### config.mk
export PLATFORM = sky130hd
export DESIGN_NAME = alu_operand_sequencer
export DESIGN_NICKNAME = d
export VERILOG_FILES = /design/src/rtl/alu_operand_sequencer.sv
export SDC_FILE = /design/constraint.sdc
export NUM_CORES = 1
export LEC_CHECK = 0
export ABC_CLOCK_PERIOD_IN_PS = 1300
export CAP_MARGIN = 10
export CORE_MARGIN = 1.5
export CORE_UTILIZATION = 36
export DETAILED_ROUTE_END_ITERATION = 8
export GPL_TIMING_DRIVEN = 0
export PLACE_DENSITY = 0.81
export SYNTH_ARGS = -nofsm -noshare
export SYNTH_HDL_FRONTEND = slang
export SYNTH_SLANG_ARGS = --single-unit
### constraint.sdc
create_clock -name i_clk -period 1.3 [get_ports i_clk]
set_input_delay 0.13 -clock i_clk [delete_from_list [all_inputs] [get_ports i_clk]]
set_output_delay 0.13 -clock i_clk [all_outputs]
set_load 0.01 [all_outputs]
### src/rtl/alu_operand_sequencer.sv
// Loads operand A, operand B and opcode latches from a serial byte stream, then
// samples the ALU result and hands it to the transmitter. Optional inter-byte
// timeout is compiled in with the ALU_SEQ_TIMEOUT_EN macro.
module alu_operand_sequencer #(
   parameter int SIZE_DATA      = 8,
   parameter int TIMEOUT_CYCLES = 1000000
) (
   input  logic                 i_clk,
   input  logic                 i_reset,
   input  logic [SIZE_DATA-1:0] i_rx_data,
   input  logic                 i_rx_done,
   input  logic [SIZE_DATA-1:0] i_alu_result,
   input  logic                 i_tx_done,
   output logic [SIZE_DATA-1:0] o_latch_data,
   output logic                 o_en_a,
   output logic                 o_en_b,
   output logic                 o_en_op,
   output logic [SIZE_DATA-1:0] o_tx_data,
   output logic                 o_tx_start,
   output logic                 o_busy,
   output logic                 o_overrun,
   output logic                 o_timeout
);

   typedef enum logic [2:0] {
      S_A       = 3'd0,
      S_B       = 3'd1,
      S_OP      = 3'd2,
      S_SETTLE  = 3'd3,
      S_SEND    = 3'd4,
      S_WAIT_TX = 3'd5
   } state_t;

   state_t                 state_q, state_d;
   logic [SIZE_DATA-1:0]   latch_data_q, latch_data_d;
   logic [SIZE_DATA-1:0]   tx_data_q, tx_data_d;
   logic                   en_a_q, en_a_d;
   logic                   en_b_q, en_b_d;
   logic                   en_op_q, en_op_d;
   logic                   tx_start_q, tx_start_d;
   logic                   busy_q, busy_d;
   logic                   overrun_q, overrun_d;
   logic                   timeout_q, timeout_d;
   logic                   timeout_hit_s;

`ifdef ALU_SEQ_TIMEOUT_EN
   localparam int CNT_W = $clog2(TIMEOUT_CYCLES + 1);
   logic [CNT_W-1:0] cnt_q, cnt_d;

   assign timeout_hit_s = ((state_q == S_B) || (state_q == S_OP)) &&
                          (cnt_q == CNT_W'(TIMEOUT_CYCLES - 1));

   // Idle counter: runs only while waiting for the B or opcode byte
   always_comb begin
      cnt_d = {CNT_W{1'b0}};
      if (((state_q == S_B) || (state_q == S_OP)) && !i_rx_done && !timeout_hit_s) begin
         cnt_d = cnt_q + CNT_W'(1);
      end else begin
         cnt_d = {CNT_W{1'b0}};
      end
   end

   // Idle counter register
   always_ff @(posedge i_clk or posedge i_reset) begin
      if (i_reset) begin
         cnt_q <= {CNT_W{1'b0}};
      end else begin
         cnt_q <= cnt_d;
      end
   end
`else
   // Always false; referencing the parameter keeps both builds on one interface.
   assign timeout_hit_s = (TIMEOUT_CYCLES < 0);
`endif

   // Next-state and output pulse generation
   always_comb begin
      state_d      = state_q;
      latch_data_d = latch_data_q;
      tx_data_d    = tx_data_q;
      en_a_d       = 1'b0;
      en_b_d       = 1'b0;
      en_op_d      = 1'b0;
      tx_start_d   = 1'b0;
      overrun_d    = 1'b0;
      timeout_d    = 1'b0;
      case (state_q)
         S_A: begin
            if (i_rx_done) begin
               latch_data_d = i_rx_data;
               en_a_d       = 1'b1;
               state_d      = S_B;
            end else begin
               state_d      = S_A;
            end
         end
         S_B, S_OP: begin
            // An arriving byte wins over a timeout in the same cycle
            if (i_rx_done) begin
               latch_data_d = i_rx_data;
               en_b_d       = (state_q == S_B);
               en_op_d      = (state_q == S_OP);
               state_d      = (state_q == S_B) ? S_OP : S_SETTLE;
            end else if (timeout_hit_s) begin
               timeout_d    = 1'b1;
               state_d      = S_A;
            end else begin
               state_d      = state_q;
            end
         end
         S_SETTLE: begin
            overrun_d = i_rx_done;
            state_d   = S_SEND;
         end
         S_SEND: begin
            overrun_d  = i_rx_done;
            tx_data_d  = i_alu_result;
            tx_start_d = 1'b1;
            state_d    = S_WAIT_TX;
         end
         S_WAIT_TX: begin
            overrun_d = i_rx_done;
            if (i_tx_done) begin
               state_d = S_A;
            end else begin
               state_d = S_WAIT_TX;
            end
         end
         default: begin
            state_d = S_A;
         end
      endcase
      busy_d = (state_d == S_SETTLE) || (state_d == S_SEND) || (state_d == S_WAIT_TX);
   end

   // State and registered outputs
   always_ff @(posedge i_clk or posedge i_reset) begin
      if (i_reset) begin
         state_q      <= S_A;
         latch_data_q <= {SIZE_DATA{1'b0}};
         tx_data_q    <= {SIZE_DATA{1'b0}};
         en_a_q       <= 1'b0;
         en_b_q       <= 1'b0;
         en_op_q      <= 1'b0;
         tx_start_q   <= 1'b0;
         busy_q       <= 1'b0;
         overrun_q    <= 1'b0;
         timeout_q    <= 1'b0;
      end else begin
         state_q      <= state_d;
         latch_data_q <= latch_data_d;
         tx_data_q    <= tx_data_d;
         en_a_q       <= en_a_d;
         en_b_q       <= en_b_d;
         en_op_q      <= en_op_d;
         tx_start_q   <= tx_start_d;
         busy_q       <= busy_d;
         overrun_q    <= overrun_d;
         timeout_q    <= timeout_d;
      end
   end

   assign o_latch_data = latch_data_q;
   assign o_en_a       = en_a_q;
   assign o_en_b       = en_b_q;
   assign o_en_op      = en_op_q;
   assign o_tx_data    = tx_data_q;
   assign o_tx_start   = tx_start_q;
   assign o_busy       = busy_q;
   assign o_overrun    = overrun_q;
   assign o_timeout    = timeout_q;

endmodule

**After elaboration in Yosys (flattened, before gate mapping)**

Cells that the tools add are included.

- Bits in registers: 25
- Input port bits: 20
- Output and inout port bits: 23
- Word-level logic and storage cells: 37

- Eq/ne operators: 8
- Mux-type cells: 13
- Reductions and logical operators: 7

Operators with widths:

| operator | number |
|---|---|
| 3-bit case mux with 5 select lines | 1 |
| 3-bit == test, second input constant | 4 |
| 1-bit two-way mux | 10 |
| 3-bit by 2-bit == test with 1-bit output, second input constant | 3 |
| 3-bit two-way mux | 2 |
| 3-bit OR reduction | 2 |
| 3-bit by 1-bit == test with 1-bit output, second input constant | 1 |
| 3-bit zero test | 1 |
| 1-bit logical OR | 2 |
| 2-bit AND reduction | 1 |
| 2-bit OR reduction | 1 |

**Longest topological paths before layout**

Gate-level depths: netlist of run 1.

- Depth in word-level cells: 7
- Gate-level depth with buffers: 4
- Depth with buffers taken out: 3

**Worst setup path before layout of run 1**

OpenSTA, ideal clock, no wires.

- Kind: register to register
- Start: register state_q[0]
- End: register latch_data_q[0], in the netlist o_latch_data[0]
- Setup time: 0.125 ns
- Arrival time: 1.272 ns
- Required time: 1.175 ns
- Slack: -0.097 ns
- Stages on the path, launching flop included: 4
- Path buffers: 1
- Clock period less this slack: 1.397 ns
- Cells stage by stage: dfrtp_1 buf_2 a211oi_4 mux2_2

- Longest elaborated chain between the ends: 3
- Elaborated cells between the ends (all ways): 5
- Classes of those cells: eq/ne: 2; reduce/logical: 3

Ends and longest elaborated chain:

| what | RTL line | source |
|---|---|---|
| from (decl) | 34 | `state_t state_q, state_d;` |
| from (signal assigned) | 150 | `state_q <= state_d;` |
| 3-bit by 1-bit == test with 1-bit output (tied with other cells) | 87 | `case (state_q)` |
| 3-bit OR reduction (no line) * | -- |  |
| 2-bit AND reduction (no line) * | -- |  |
| to (signal assigned) | 140 | `latch_data_q <= {SIZE_DATA{1'b0}};` |
| to (signal assigned) | 151 | `latch_data_q <= latch_data_d;` |
| to (decl) | 35 | `logic [SIZE_DATA-1:0] latch_data_q, latch_data_d;` |

Every way passes the cells marked *; elsewhere a longest branch is shown, timed or not.
A chain may end at the register's enable or synchronous reset.

**Worst setup path in the final report of run 1**

- Start: register state_q[1]
- End: register tx_data_q[4], in the netlist o_tx_data[4]

- Longest elaborated chain between the ends: 1

Ends and longest elaborated chain:

| what | RTL line | source |
|---|---|---|
| 3-bit == test | 87 |  |
| to (signal assigned) | 141 | `tx_data_q <= {SIZE_DATA{1'b0}};` |
| to (signal assigned) | 152 | `tx_data_q <= tx_data_d;` |
| to (decl) | 36 | `logic [SIZE_DATA-1:0] tx_data_q, tx_data_d;` |

Every way passes these cells.

==> results.yml, run 1 <==
timing:
  hold_viol_final: 0
  fin_skew_ns: 0.00229
  post-route-worst-setup-slack_ns: -0.0352
  finalSetupViolCount: 11
  timing_max_transition_violations_final: 0
  achievable-frequency_ghz: 0.749
  period_minus_slack_ns: 1.34
  relSlewSlack_pct: 38.4
  timing.final.crit_share_pct: 103
  grt_setup_unrepaired: "yes"
  worst-slew-pin-transition_ns: 0.923
logic_synthesis:
  yosysWarningCount: 0
  syn_area_per_cell_um2: 14.3
  synth_area_leaders: "sky130_fd_sc_hd__dfrtp_1 (65%), sky130_fd_sc_hd__mux2_2 (19%), sky130_fd_sc_hd__a211oi_4 (2.1%)"
  synth.cell_area_um2: 970
  synth.ff_latch_count: 25
  synthDominantCellAreaShare_pct: 64.5
  syn-instance-count: 68
  synth_top_area_cell: "sky130_fd_sc_hd__dfrtp_1"
  ys_seq_area_share_pct: 64.5
  synthesis.nets: 88
  netlist-cell-type-count: 18
cells_and_area:
  final-seq-area_um2: 626
  layout_common_cells: "sky130_fd_sc_hd__dfrtp_1 (25), sky130_fd_sc_hd__dlygate4sd2_1 (22), sky130_fd_sc_hd__clkdlybuf4s50_1 (19), sky130_fd_sc_hd__mux2_4 (13), sky130_fd_sc_hd__buf_4 (11)"
  layout.filler_cells: 215
  commonest_non_fill_non_tap_cell_in_the_layout: "sky130_fd_sc_hd__dfrtp_1"
  utilization_pct: 62.4
  area_of_the_multi_input_gates_um2: 388
  finalInstanceArea_um2: 1570
  final_nets: 144
  antenna_diode_instance_count: 0
  synthToLayoutAreaGrowth_pct: 62.2
  final-instance-count-excl-fill: 153
  final_layout_size_suffix_gt1_share_pct: 30.1
die:
  die_x_um: 54.9
  placeable_core_region_um2: 2520
  die_y_um: 54.9
  boundaryPins: 43
  start_util_pct: 38.4
  floorplan.rows: 18
  die-area_um2: 3010
setup_path:
  timing.critical_path.max_delay_family: "flip-flops"
  cp.depth: 4
  timing.critical_path.slowest_cell_delay_ns: 0.39
  cp-end-kind: "register"
  critPathArrivalTime_ns: 1.54
  critPathSlowestCell: "sky130_fd_sc_hd__dfrtp_1"
  timing.critical_path.cells: "buf_6 -> nand2b_4 -> nor2_4 -> mux2_2"
  crit_required_ns: 1.51
  cp.buffers_inverters: 1
  cp_max_fo: 5
  timing.reg2reg.worst_path_depth: 4
  setup.worst_path.class: "reg -> reg"
  timing.critical_path.from_type: "register"
run_status:
  result_of_the_run: "finished, violations left"
  failing_checks: "setup timing"
routing:
  drtAntennaViolNets: 0
  firstDrtPassIters: 4
  routed_wire_length_per_instance_um: 14.0
  drc_errors: 0
  viasPerCell: 4.71
  totalWireLength_um: 2140
  detailedRoute.firstIterationViolations: 5
  dr_total_vias: 720
grt:
  globalRouteOverflowTotal: 0
  antenna_found_initial: 0
  via_count_of_the_first_global_routing_pass: 747
  groute.usage.overall_pct: 16.0
  grt_start_max_net_pins: 26
  wire_length_of_the_first_global_routing_pass_um: 3380
placed_design:
  place.detailed.hpwl_um: 1450
  placedInstanceArea_um2: 1430
  globalplace.congestion: 0.621
  dp_cells: 139
  dpl_worst_slack_ns: -0.504
  place.port_buffers: 41
clocking:
  cts-root-to-sink-buffers: 2
  clkSinkCount: 25
  cts_htree_levels: 1
  cts_tree: "done"
  clk_pin_slew_worst_paths_ns: 0.13
  clock-root-buffer: "sky130_fd_sc_hd__clkbuf_4"
  cts_buffers: 3
  clkLatencyLatePin_ns: 0.31
pwr:
  cellPowerDensity_nw_per_um2: 2210
  power.static_leakage_nw: 0.774
  ir_drop_mv: 1.24
run:
  max_cap_violations: 0
worst_hold_path:
  hp-class: "in -> async"
-- metrics by stage --
stage	total power, mW	setup TNS [ns]	hold slack [ns]
finish	3.48	-0.272	0.310
detailed placement	2.96	-5.18	0.498
global route	3.71	-0.993	0.419
floorplan	2.15	-0.845	0.157
global placement	2.89	-4.68	0.490
CTS	3.42	-0.456	0.343
-- cells in the mapped netlist --
| cell type | instances |
|---|---|
| sky130_fd_sc_hd__dfrtp_1 | 25 |
| sky130_fd_sc_hd__buf_4 | 1 |
| sky130_fd_sc_hd__a21o_1 | 1 |
| sky130_fd_sc_hd__nor2_1 | 3 |
| sky130_fd_sc_hd__and3_1 | 1 |
| sky130_fd_sc_hd__mux2_2 | 16 |
| sky130_fd_sc_hd__conb_1 | 1 |
| sky130_fd_sc_hd__a21oi_1 | 2 |
| sky130_fd_sc_hd__a211oi_4 | 1 |
| sky130_fd_sc_hd__nor2_4 | 1 |
| sky130_fd_sc_hd__nand2b_1 | 2 |
| sky130_fd_sc_hd__nand3_1 | 2 |
| sky130_fd_sc_hd__inv_1 | 2 |
| sky130_fd_sc_hd__nand2_1 | 2 |
| sky130_fd_sc_hd__nor4b_1 | 1 |
| sky130_fd_sc_hd__o21ai_0 | 2 |
| sky130_fd_sc_hd__nand3b_1 | 2 |
| sky130_fd_sc_hd__buf_2 | 3 |
-- area by class of cell --
cell class | instances | share of cell area (%)
tap | 30 | 2.39
inverter | 2 | 0.477
buffer | 3 | 1.67
sequential | 25 | 39.8
clock buffer | 4 | 1.67
timing repair buffer | 51 | 29.4
multi-input combinational | 38 | 24.7
-- flip-flops by register name, indices dropped and copies added (netlist names) --
register      flops
o_en_b            1
o_tx_data         8
o_overrun         1
o_latch_data      8
state_q           3
o_en_a            1
o_busy            1
o_en_op           1
o_tx_start        1
-- logic make-up after synthesis --
group	Yosys count	share of synthesized area, %
compound gates	6	4.90
buf+inv	6	3.10
flops	25	64.5
mux	16	18.6
other cells	1	0.387
simple gates	14	8.52
-- power breakdown --
part / total, mW / leakage [nW] / internal, mW / switching, mW
registers: 1.29 / 0.307 / 1.12 / 0.169
logic: 1.85 / 0.452 / 1.09 / 0.765
clock network: 0.338 / 0.0150 / 0.120 / 0.219
-- per-layer routing --
metal  GRT usage [%]  vias up  part of all wire, %
met1            20.7      354                   43
met5               0        -                    0
met3            2.69        2                  5.3
met2            27.0       23                   51
met4            6.10        0                 0.84
li1                -      341                    -
-- timing repair --
item | CTS | global route
setup buffers | 8 | 2
cloned | 1 | 0
setup endpoints to repair | 38 | 16
hold buffers | 0 | 0
resized for setup | 35 | 7
pin swaps | 3 | 2
-- worst register-to-register path: cells and delay by family, from the launching register on --
family / cells / cell delay [ns]
flip-flops: 1 / 0.39
AND/OR/NAND/NOR: 2 / 0.36
multiplexers: 1 / 0.36
buffers and inverters: 1 / 0.12
-- worst paths after layout --
| path | startpoint | end | slack [ns] |
|---|---|---|---|
| max | state_q[1] | o_tx_data[4] | -0.04 |
| min | i_reset | o_tx_data[5] | 0.31 |
| max reg2reg | state_q[1] | o_tx_data[4] | -0.04 |
| min reg2reg | o_latch_data[7] | o_latch_data[7] | 0.52 |
| max in group asynchronous | i_reset | o_latch_data[4] | 0.43 |
| min in group i_clk | i_alu_result[1] | o_tx_data[1] | 0.42 |
Note: power is estimated with default switching activity, not from simulation.
==> run 2, diff against run 1 <==
--- a/config.mk
+++ b/config.mk
@@ -15,3 +15,4 @@
 export SYNTH_ARGS = -nofsm -noshare
 export SYNTH_HDL_FRONTEND = slang
 export SYNTH_SLANG_ARGS = --single-unit
+export TNS_END_PERCENT = 5
==> run 2 against run 1 <==
The run still ends with setup timing left. Critical path depth decreased by 1. Clock skew increased by 0.0047 ns. Utilization decreased by 0.55 points. Wire length decreased by 0.23%. Sequential power about the same. Maximum frequency increased by 1.0%. Register-to-register slack about the same. Global-route usage decreased by 0.87 points. Combinational power decreased by 3%. Largest cell class unchanged.
==> results.yml, run 2 (synthesis gave the netlist of run 1 again) <==
cells_and_area:
  layout_common_cells: "sky130_fd_sc_hd__dfrtp_1 (23), sky130_fd_sc_hd__dlygate4sd2_1 (22), sky130_fd_sc_hd__clkdlybuf4s50_1 (19), sky130_fd_sc_hd__mux2_4 (16)"
  utilization_pct: 61.8
  commonest_non_fill_non_tap_cell_in_the_layout: "sky130_fd_sc_hd__dfrtp_1"
  antenna_diode_instance_count: 0
  final_nets: 139
  final_layout_size_suffix_gt1_share_pct: 28.8
  synthToLayoutAreaGrowth_pct: 60.8
clocking:
  cts_buffers: 3
  clkSinkCount: 25
  cts_tree: "done"
  clkLatencyLatePin_ns: 0.30
  post_cts_hold_buffer_count: 0
  cts-root-to-sink-buffers: 2
  clk_pin_slew_worst_paths_ns: 0.13
  clock-root-buffer: "sky130_fd_sc_hd__clkbuf_4"
  cts_htree_levels: 1
die:
  floorplan.rows: 18
  boundaryPins: 43
  die_y_um: 54.9
  die_x_um: 54.9
  start_util_pct: 38.4
  placeable_core_region_um2: 2520
  die-area_um2: 3010
routing:
  drtAntennaViolNets: 0
  totalWireLength_um: 2130
  firstDrtPassIters: 3
  drc_errors: 0
  viasPerCell: 4.68
  dr_total_vias: 693
  routed_wire_length_per_instance_um: 14.4
  detailedRoute.firstIterationViolations: 4
run:
  max_cap_violations: 0
pwr:
  power.static_leakage_nw: 0.763
  ir_drop_mv: 1.19
  cellPowerDensity_nw_per_um2: 2210
  post-layout-total-power_mw: 3.44
placed_design:
  place.detailed.hpwl_um: 1410
  place.port_buffers: 41
  globalplace.congestion: 0.650
timing:
  finalSetupViolCount: 8
  worst-slew-pin-transition_ns: 0.918
  grt_setup_unrepaired: "yes"
  timing_max_transition_violations_final: 0
  totalNegativeSetupSlack_ns: -0.107
  fin_skew_ns: 0.00699
  hold_viol_final: 0
  achievable-frequency_ghz: 0.757
  hold-worst-slack_ns: 0.305
  post-route-worst-setup-slack_ns: -0.0214
  timing.final.crit_share_pct: 102
  relSlewSlack_pct: 38.7
  period_minus_slack_ns: 1.32
run_status:
  result_of_the_run: "finished, violations left"
  failing_checks: "setup timing"
grt:
  globalRouteOverflowTotal: 0
  antenna_found_initial: 0
  grt_start_max_net_pins: 26
  wire_length_of_the_first_global_routing_pass_um: 3220
  via_count_of_the_first_global_routing_pass: 715
  groute.usage.overall_pct: 15.2
setup_path:
  cp-end-kind: "register"
  cp_max_fo: 8
  timing.critical_path.from_type: "register"
  critPathArrivalTime_ns: 1.52
  timing.reg2reg.worst_path_depth: 3
  setup.worst_path.class: "reg -> reg"
  crit_required_ns: 1.50
worst_hold_path:
  hp-class: "in -> async"
==> run 2: cell count changes in the layout (fill, tap and decap cells not counted), sizes merged <==
| cell | before | now |
|---|---|---|
| buf | 13 | 9 |
| nor2 | 5 | 4 |
==> run 2: cell type report <==
type	instances	area [um2]
Buffer	2	18.8
Clock buffer	4	26.3
Tap cell	30	37.5
Multi-Input combinational cell	37	382
Timing Repair Buffer	48	459
Sequential cell	25	628
Inverter	2	7.51
Fill cell	213	963
==> run 2: routing by layer <==
metal | GRT usage, % | part of all wire (%) | up-vias
li1 | - | - | 329
met1 | 18.5 | 42 | 345
met2 | 27.2 | 54 | 19
met3 | 2.42 | 4.3 | 0
met4 | 4.88 | 0 | 0
met5 | 0 | 0 | -
==> run 2: through the flow <==
stage / setup WS, ns / instance area (um2) / std cells
floorplan: -0.0780 / 970 / 68
global placement: -0.444 / 1420 / 139
finish: -0.0214 / 1560 / 148
global route: -0.0417 / 1560 / 148
detailed placement: -0.467 / 1420 / 139
CTS: -0.0819 / 1510 / 148
==> run 2: worst paths after layout <==
kind,slack [ns],end,startpoint
hold reg to reg,0.52,o_latch_data[5],o_latch_data[5]
hold / removal,0.31,o_overrun,i_reset
max in group asynchronous,0.37,state_q[0],i_reset
setup reg to reg,-0.02,o_latch_data[4],state_q[1]
setup / recovery,-0.02,o_latch_data[4],state_q[1]
min in group i_clk,0.43,o_tx_data[6],i_alu_result[6]
==> run 2: critical path: stages (launching register included) <==
cell	delay (ns)
sky130_fd_sc_hd__dfrtp_2	0.46
sky130_fd_sc_hd__a211oi_4	0.28
sky130_fd_sc_hd__buf_12	0.17
sky130_fd_sc_hd__mux2_4	0.30
==> run 2: power by group <==
group	switching (mW)	total (mW)	internal, mW
Combinational	0.724	1.79	1.07
Sequential	0.185	1.32	1.13
Clock	0.212	0.331	0.119
==> run 2: timing repair <==
item | 4_1_cts | 5_1_grt
pin swaps | 2 | 2
cloned | 0 | 0
gates resized for setup | 35 | 17
setup buffers | 6 | 1
endpoints found under the setup margin | 38 | 17
==> run 3, diff against run 2 <==
--- a/config.mk
+++ b/config.mk
@@ -12,6 +12,7 @@
 export DETAILED_ROUTE_END_ITERATION = 8
 export GPL_TIMING_DRIVEN = 0
 export PLACE_DENSITY = 0.81
+export SKIP_CTS_REPAIR_TIMING = 1
 export SYNTH_ARGS = -nofsm -noshare
 export SYNTH_HDL_FRONTEND = slang
 export SYNTH_SLANG_ARGS = --single-unit
==> run 3 against run 2 <==
The run still ends with setup timing left. Global-route usage is 1.3 points lower. Die area stayed put. Clock skew is 0.0029 ns lower. Register-to-register slack worse by 0.07 ns.
==> results.yml, run 3 (synthesis gave the netlist of run 1 again) <==
run_status:
  result_of_the_run: "finished, violations left"
  failing_checks: "setup timing"
clocking:
  cts-root-to-sink-buffers: 2
  clk_pin_slew_worst_paths_ns: 0.13
  cts_htree_levels: 1
  cts_buffers: 3
  clkSinkCount: 25
  cts_tree: "done"
  clkLatencyLatePin_ns: 0.30
  clock-root-buffer: "sky130_fd_sc_hd__clkbuf_4"
setup_path:
  timing.critical_path.from_type: "register"
  worstReg2RegStart: "state_q[0]"
  rr_endpoint: "o_latch_data[0]"
  worstSetupStartpoint: "state_q[0]"
  crit_required_ns: 1.50
  setup.worst_path.class: "reg -> reg"
  worst-r2r-setup-slack_ns: -0.1
  timing.reg2reg.worst_path_depth: 4
  crit_end: "o_latch_data[0]"
  critPathArrivalTime_ns: 1.59
  cp_max_fo: 10
  cp-end-kind: "register"
placed_design:
  place.detailed.hpwl_um: 1410
  dp_cells: 139
  globalplace.congestion: 0.650
  place.port_buffers: 41
pwr:
  power.static_leakage_nw: 0.926
  switching_share_pct: 31.3
  cellPowerDensity_nw_per_um2: 2130
  power_frac_comb_pct: 52.9
  seq_power_share_pct: 37.5
  ir_drop_mv: 1.16
  cellInternalPower_mw: 2.32
  power.clock.fraction_pct: 9.6
  post-layout-total-power_mw: 3.39
  power.switching_mw: 1.06
routing:
  firstDrtPassIters: 4
  route.met2.wl_um: 1150
  drc_errors: 0
  drtAntennaViolNets: 0
  dr_total_vias: 687
  routed_wire_length_per_instance_um: 13.6
  met3_length_um: 88
  routedLengthMet1_um: 770
  viasPerCell: 4.67
  detailedRoute.firstIterationViolations: 8
  totalWireLength_um: 2010
  route.top_layer_used: "met3"
grt:
  antenna_found_initial: 0
  globalRouteOverflowTotal: 0
  wire_length_of_the_first_global_routing_pass_um: 2970
  grt_start_max_net_pins: 26
  via_count_of_the_first_global_routing_pass: 695
  groute.usage.overall_pct: 13.9
die:
  die-area_um2: 3010
  start_util_pct: 38.4
  boundaryPins: 43
  die_x_um: 54.9
  placeable_core_region_um2: 2520
  die_y_um: 54.9
  floorplan.rows: 18
timing:
  achievable-frequency_ghz: 0.716
  worst-slew-pin-transition_ns: 0.904
  finalSetupViolCount: 16
  post-route-worst-setup-slack_ns: -0.0958
  period_minus_slack_ns: 1.40
  grt_setup_unrepaired: "yes"
  hold_viol_final: 0
  relSlewSlack_pct: 39.7
  hold-worst-slack_ns: 0.306
  timing.final.crit_share_pct: 107
  timing_max_transition_violations_final: 0
  totalNegativeSetupSlack_ns: -1.19
  fin_skew_ns: 0.00405
cells_and_area:
  layout_common_cells: "sky130_fd_sc_hd__dfrtp_1 (25), sky130_fd_sc_hd__dlymetal6s2s_1 (22), sky130_fd_sc_hd__clkdlybuf4s50_1 (19), sky130_fd_sc_hd__mux2_2 (10), sky130_fd_sc_hd__mux2_4 (6)"
  final-instance-count-excl-fill: 147
  antenna_diode_instance_count: 0
  layout.filler_cells: 199
  commonest_non_fill_non_tap_cell_in_the_layout: "sky130_fd_sc_hd__dfrtp_1"
  synthToLayoutAreaGrowth_pct: 64.1
  final-seq-area_um2: 626
  area_of_the_multi_input_gates_um2: 344
  final_nets: 138
  final_layout_size_suffix_gt1_share_pct: 25.6
  utilization_pct: 63.1
worst_hold_path:
  hp-class: "in -> async"
run:
  max_cap_violations: 0
[run 3: cell count changes in the layout (fill, tap and decap cells not counted), moves of 2 or more]
cell	before	now
sky130_fd_sc_hd__dfrtp_1	23	25
sky130_fd_sc_hd__dfrtp_2	2	0
sky130_fd_sc_hd__mux2_2	0	10
sky130_fd_sc_hd__dlymetal6s2s_1	0	22
sky130_fd_sc_hd__buf_4	4	2
sky130_fd_sc_hd__dlygate4sd2_1	22	0
sky130_fd_sc_hd__mux2_4	16	6
[run 3: critical path: stages (launching register included)]
cell,delay [ns]
sky130_fd_sc_hd__dfrtp_1,0.40
sky130_fd_sc_hd__buf_6,0.15
sky130_fd_sc_hd__a211oi_4,0.26
sky130_fd_sc_hd__buf_12,0.16
sky130_fd_sc_hd__mux2_2,0.33
[run 3: worst min-delay path by stage]
stage,from,to,slack [ns],depth (start not counted)
floorplan,i_reset,o_busy,0.16,1
global placement,o_tx_data[0],o_tx_data[0],0.49,1
detailed placement,o_latch_data[5],o_latch_data[5],0.49,1
CTS,i_reset,o_overrun,0.34,2
global route,i_reset,o_busy,0.40,2
finish,i_reset,o_overrun,0.31,2
[run 3: per-stage QoR]
| step | worst slack, ns | instance area, um2 |
|---|---|---|
| floorplan | -0.0780 | 970 |
| global placement | -0.444 | 1420 |
| detailed placement | -0.467 | 1420 |
| CTS | -0.240 | 1440 |
| global route | -0.142 | 1590 |
| finish | -0.0958 | 1590 |
[run 3: routing by layer]
| layer | GRT usage, % | vias to the layer above |
|---|---|---|
| met1 | 16.1 | 338 |
| met5 | 0 | - |
| met2 | 25.6 | 19 |
| met3 | 2.42 | 0 |
| met4 | 4.88 | 0 |
| li1 | - | 330 |
[run 3: cell type report]
class                      instances  share of cell area, %
buffer                             4                   2.20
clock buffer                       4                   1.65
inverter                           2                  0.472
multi-input combinational         37                   21.6
sequential                        25                   39.3
tap                               30                   2.36
timing repair buffer              45                   32.4
[run 3: power groups by stage]
stage | sequential, mW | combinational [mW] | clock, mW
2_1_floorplan | 1.43 | 0.680 | 0
3_3_place_gp | 1.27 | 1.57 | 0
3_5_place_dp | 1.29 | 1.62 | 0
4_1_cts | 1.27 | 1.63 | 0.349
5_1_grt | 1.32 | 1.92 | 0.372
6_report | 1.27 | 1.79 | 0.325
